$ cat src/rtl/phase_ctrl.sv
// Multi-cycle F/R/X/W control sequencer for the cpu_ex datapath with retired-instruction counter.
// Optional single-step gating of fetch is enabled by defining PHASE_CTRL_STEP_EN.
module phase_ctrl #(
    parameter logic [5:0]  OPC_ADD = 6'h00,
    parameter logic [5:0]  OPC_NOP = 6'h01,
    parameter logic [5:0]  OPC_HLT = 6'h3F,
    parameter int unsigned CNT_W   = 16
) (
    input  logic             clk,
    input  logic             n_rst,
    input  logic [31:0]      ir,
    input  logic             mem_rdy,
`ifdef PHASE_CTRL_STEP_EN
    input  logic             step,
`endif
    output logic             fetch_req,
    output logic [3:0]       phase,
    output logic             we_ir,
    output logic             we_tr,
    output logic             we_sr,
    output logic             we_dr,
    output logic             we_rf,
    output logic             hlt,
    output logic             err,
    output logic [CNT_W-1:0] retired
);

    typedef enum logic [2:0] {
        S_IDLE,
        S_FETCH,
        S_READ,
        S_EXEC,
        S_WRITE,
        S_HALT
    } state_t;

    state_t           state_q, state_d;
    logic [CNT_W-1:0] retired_q, retired_d;
    logic             err_q, err_d;
    logic             tok;
    logic [5:0]       opcode;
    logic             unused_ir;

    assign opcode    = ir[31:26];
    assign unused_ir = ^ir[25:0];

`ifdef PHASE_CTRL_STEP_EN
    logic token_q, token_d;
    assign tok = token_q;
`else
    assign tok = 1'b1;
`endif

    always_ff @(posedge clk or negedge n_rst) begin
        if (!n_rst) begin
            state_q   <= S_IDLE;
            retired_q <= '0;
            err_q     <= 1'b0;
`ifdef PHASE_CTRL_STEP_EN
            token_q   <= 1'b0;
`endif
        end else begin
            state_q   <= state_d;
            retired_q <= retired_d;
            err_q     <= err_d;
`ifdef PHASE_CTRL_STEP_EN
            token_q   <= token_d;
`endif
        end
    end

    always_comb begin
        state_d   = state_q;
        retired_d = retired_q;
        err_d     = err_q;
        fetch_req = 1'b0;
        phase     = 4'b0000;
        we_ir     = 1'b0;
        we_tr     = 1'b0;
        we_sr     = 1'b0;
        we_dr     = 1'b0;
        we_rf     = 1'b0;
        hlt       = 1'b0;
        unique case (state_q)
            S_IDLE: state_d = S_FETCH;
            S_FETCH: begin
                phase     = 4'b0001;
                fetch_req = tok;
                if (tok && mem_rdy) begin
                    we_ir   = 1'b1;
                    state_d = S_READ;
                end
            end
            S_READ: begin
                phase = 4'b0010;
                if (opcode == OPC_ADD) begin
                    we_tr   = 1'b1;
                    we_sr   = 1'b1;
                    state_d = S_EXEC;
                end else if (opcode == OPC_NOP) begin
                    retired_d = retired_q + CNT_W'(1);
                    state_d   = S_FETCH;
                end else if (opcode == OPC_HLT) begin
                    retired_d = retired_q + CNT_W'(1);
                    state_d   = S_HALT;
                end else begin
                    err_d   = 1'b1;
                    state_d = S_HALT;
                end
            end
            S_EXEC: begin
                phase   = 4'b0100;
                we_dr   = 1'b1;
                state_d = S_WRITE;
            end
            S_WRITE: begin
                phase     = 4'b1000;
                we_rf     = 1'b1;
                retired_d = retired_q + CNT_W'(1);
                state_d   = S_FETCH;
            end
            S_HALT: hlt = 1'b1;
            default: state_d = S_IDLE;
        endcase
`ifdef PHASE_CTRL_STEP_EN
        // Consuming the token on the fetch handshake takes priority over a coincident step.
        token_d = token_q;
        if (step && state_q != S_HALT) token_d = 1'b1;
        if (we_ir) token_d = 1'b0;
`endif
    end

    assign err     = err_q;
    assign retired = retired_q;

endmodule

$ cat config.mk
export PLATFORM = sky130hd
export DESIGN_NAME = phase_ctrl
export DESIGN_NICKNAME = d
export VERILOG_FILES = /design/src/rtl/phase_ctrl.sv
export SDC_FILE = /design/constraint.sdc
export NUM_CORES = 1
export LEC_CHECK = 0
export BUFFER_PORTS_ARGS = -buffer_cell sky130_fd_sc_hd__buf_2
export CORE_MARGIN = 1.5
export CORE_UTILIZATION = 47
export DETAILED_ROUTE_END_ITERATION = 6
export PLACE_DENSITY = 0.88
export SETUP_SLACK_MARGIN = 0.3
export SLEW_MARGIN = 40
export SYNTH_ARGS = -nofsm -noshare
export SYNTH_HDL_FRONTEND = slang
export SYNTH_SLANG_ARGS = --single-unit
$ cat constraint.sdc
create_clock -name clk -period 4 [get_ports clk]
set_clock_uncertainty 0.2 [all_clocks]
set_input_delay 0.4 -clock clk [delete_from_list [all_inputs] [get_ports clk]]
set_output_delay 0.4 -clock clk [all_outputs]
set_load 0.1 [all_outputs]
==> metrics.cfg <==
[timing]
hold_violations = 0
rsz0062_at_grt = no
fin_crit_ps = 2540
drv_slew = 0
setup_viol = 0
fin_tns_setup_ps = 0
fmax_mhz = 393
worst_hold_slack_ps = 169
period_share = 0.635
worst_slew_pin_slew_ps = 566
slew-limit-headroom = 0.619

[die]
die_width_microns = 52.1
pin_count = 63
die_y_microns = 52.1
start_util = 0.503
fp-row-count = 17
die_area_sq_um = 2720
coreArea_sq_um = 2250

[global_routing]
gr-total-overflow = 0
grt_usage = 0.196
grt_max_degree = 21
grt_pass1_wl_microns = 3860
antenna_found_initial = 0
grt_pass1_vias = 864

[routing]
first_pass_iters = 4
drtIter0Drc = 12
ant_nets = 0
vias_per_cell = 5.40
wirelength_microns = 2280
wl_per_cell_microns = 13.7
drcViolationCount = 0
vias = 896

[cts]
htreeDepth = 1
cts.sinks = 20
cts_resized = 0
clk_latency_ps = 300
clk_pin_slew_ps = 120
cts_made_buffers = 3
max-clock-path-buffers = 2
tritoncts = built
cts_root_buffer = clkbuf_4

[synth]
postSynthAreaPerCell_sq_um = 11.0
ys.flop_type = dfrtp_1
seq_area_frac_synth = 0.441
synthArstFlopShare = 1.00
syn_area_sq_um = 1130
synth_edf_count = 0
synth-seq-cells = 20
syn_nets = 139
syn_inst = 103
yosys_warnings = 0
synth.distinct_cells = 36

[cells_and_area]
mostFrequentLayoutCells = 36 x buf_2, 20 x dfrtp_1, 14 x xor2_1
num-fill-cells = 208
area_growth_pct = 19.3
nets = 175
final_area_sq_um = 1350
diodes = 0
drive_gt1_frac = 0.384
final_common_cell = buf_2

[power]
ir_worst_vdd_mv = 0.699
p_leak_uw = 0.000713
power_density_nw_per_um2 = 798

[critical_path]
path_cells = nor3b_4, and3_1, buf_2
max_stage_delay_ps = 600
start_kind = flip-flop
worst-r2r-cell-count = 5
path_class = flip-flop to output pin
crit_arrival_ps = 1940
crit_slowest_cell = dfrtp_1
cp-end-kind = output pin
reg2reg_from = state_q[1]
worstPathRequired_ps = 3400
r2r_end = retired[11]
r2r_slack_ps = 1990
crit_path_max_fanout = 10

[run]
cap_violations = 0

[placement]
gp_congestion = 0.850
placed_area_sq_um = 1310
io_buffers = 36
dp_hpwl_microns = 1740

[hold_path]
min_to = state_q[1]
hold_path.startpoint = mem_rdy
hold_depth = 3
hp-class = input pin to flip-flop

[run_status]
status = finished, final reports clean

[layer usage]
layer | wire [microns] | share of wire | vias to the layer above | track usage
met5 | 0 | 0 | - | 0
met3 | 46 | 0.020 | 6 | 0.0172
met1 | 992 | 0.44 | 436 | 0.239
met2 | 1190 | 0.52 | 18 | 0.329
li1 | - | - | 436 | -
met4 | 55 | 0.024 | 0 | 0.124
[final cells by class]
| class | instances | area, sq um | share of cell area |
|---|---|---|---|
| repair buffers | 37 | 190 | 0.140 |
| well taps | 28 | 35.0 | 0.0259 |
| flip-flops and latches | 20 | 500 | 0.370 |
| clock buffers | 4 | 36.3 | 0.0268 |
| multi-input cells | 77 | 592 | 0.437 |
[repair_timing]
action | 4_1_cts | 5_1_grt
hold endpoints to repair | 20 | 0
hold buffers | 1 | 0
buffers inserted | 0 | 0
[worst max-delay path, delay by kind of cell, from the launching register on]
family	cells	cell delay [ps]
simple gates	2	610
flops	1	600
buf+inv	1	430
[synthesized netlist by cell type (2+ instances only)]
cell | count | area share
and2_1 | 3 | 0.017
and3_1 | 2 | 0.011
buf_2 | 2 | 0.0088
buf_4 | 2 | 0.013
buf_6 | 2 | 0.020
dfrtp_1 | 20 | 0.44
nand2_1 | 4 | 0.013
nand2b_1 | 2 | 0.011
nand3_1 | 7 | 0.031
nand4_1 | 3 | 0.017
nor2_1 | 6 | 0.020
nor2b_1 | 2 | 0.011
nor3_1 | 5 | 0.022
nor3_2 | 2 | 0.018
nor3b_1 | 3 | 0.020
nor3b_4 | 2 | 0.033
nor4_1 | 3 | 0.017
xnor2_1 | 2 | 0.015
xor2_1 | 14 | 0.11
[power by group]
| part | internal, uW | switching [uW] | total (uW) |
|---|---|---|---|
| registers | 239 | 76.7 | 316 |
| logic | 119 | 528 | 646 |
| clock network | 55.5 | 62.5 | 118 |
| total | 413 | 667 | 1080 |
[through the flow]
stage / power (uW) / setup WS, ps / cells / util
5_1_grt: 1130 / 1370 / 166 / 0.600
3_3_place_gp: 953 / 1670 / 161 / 0.580
3_5_place_dp: 969 / 1690 / 161 / 0.580
4_1_cts: 1090 / 1460 / 166 / 0.600
6_report: 1080 / 1460 / 166 / 0.600
2_1_floorplan: 892 / 553 / 103 / -
[cell families (layout without fill, tap and decap cells)]
kind of cell,count (synthesis),count (layout),synth area share
AND/OR/NAND/NOR,51,51,0.309
AO/OA/AOI/OAI,8,8,0.0639
adder cells (fa/ha/maj),1,1,0.0110
multiplexers,1,1,0.00992
buffers and inverters,6,41,0.0419
flip-flops,20,20,0.441
XOR/XNOR,16,16,0.123
[registers in the layout (all words and copies together) (netlist names)]
signal / count
retired: 16
state_q: 3
err: 1
[how the worst max path moves through the flow]
| stage | to | from |
|---|---|---|
| 2_1_floorplan | we_tr | state_q[2] |
| 4_1_cts | we_tr | state_q[1] |
| 5_1_grt | we_tr | state_q[1] |
| 3_5_place_dp | we_tr | ir[28] |
| 3_3_place_gp | we_tr | ir[28] |
| 6_report | we_tr | state_q[1] |
Power figures use the tool's default switching activity.
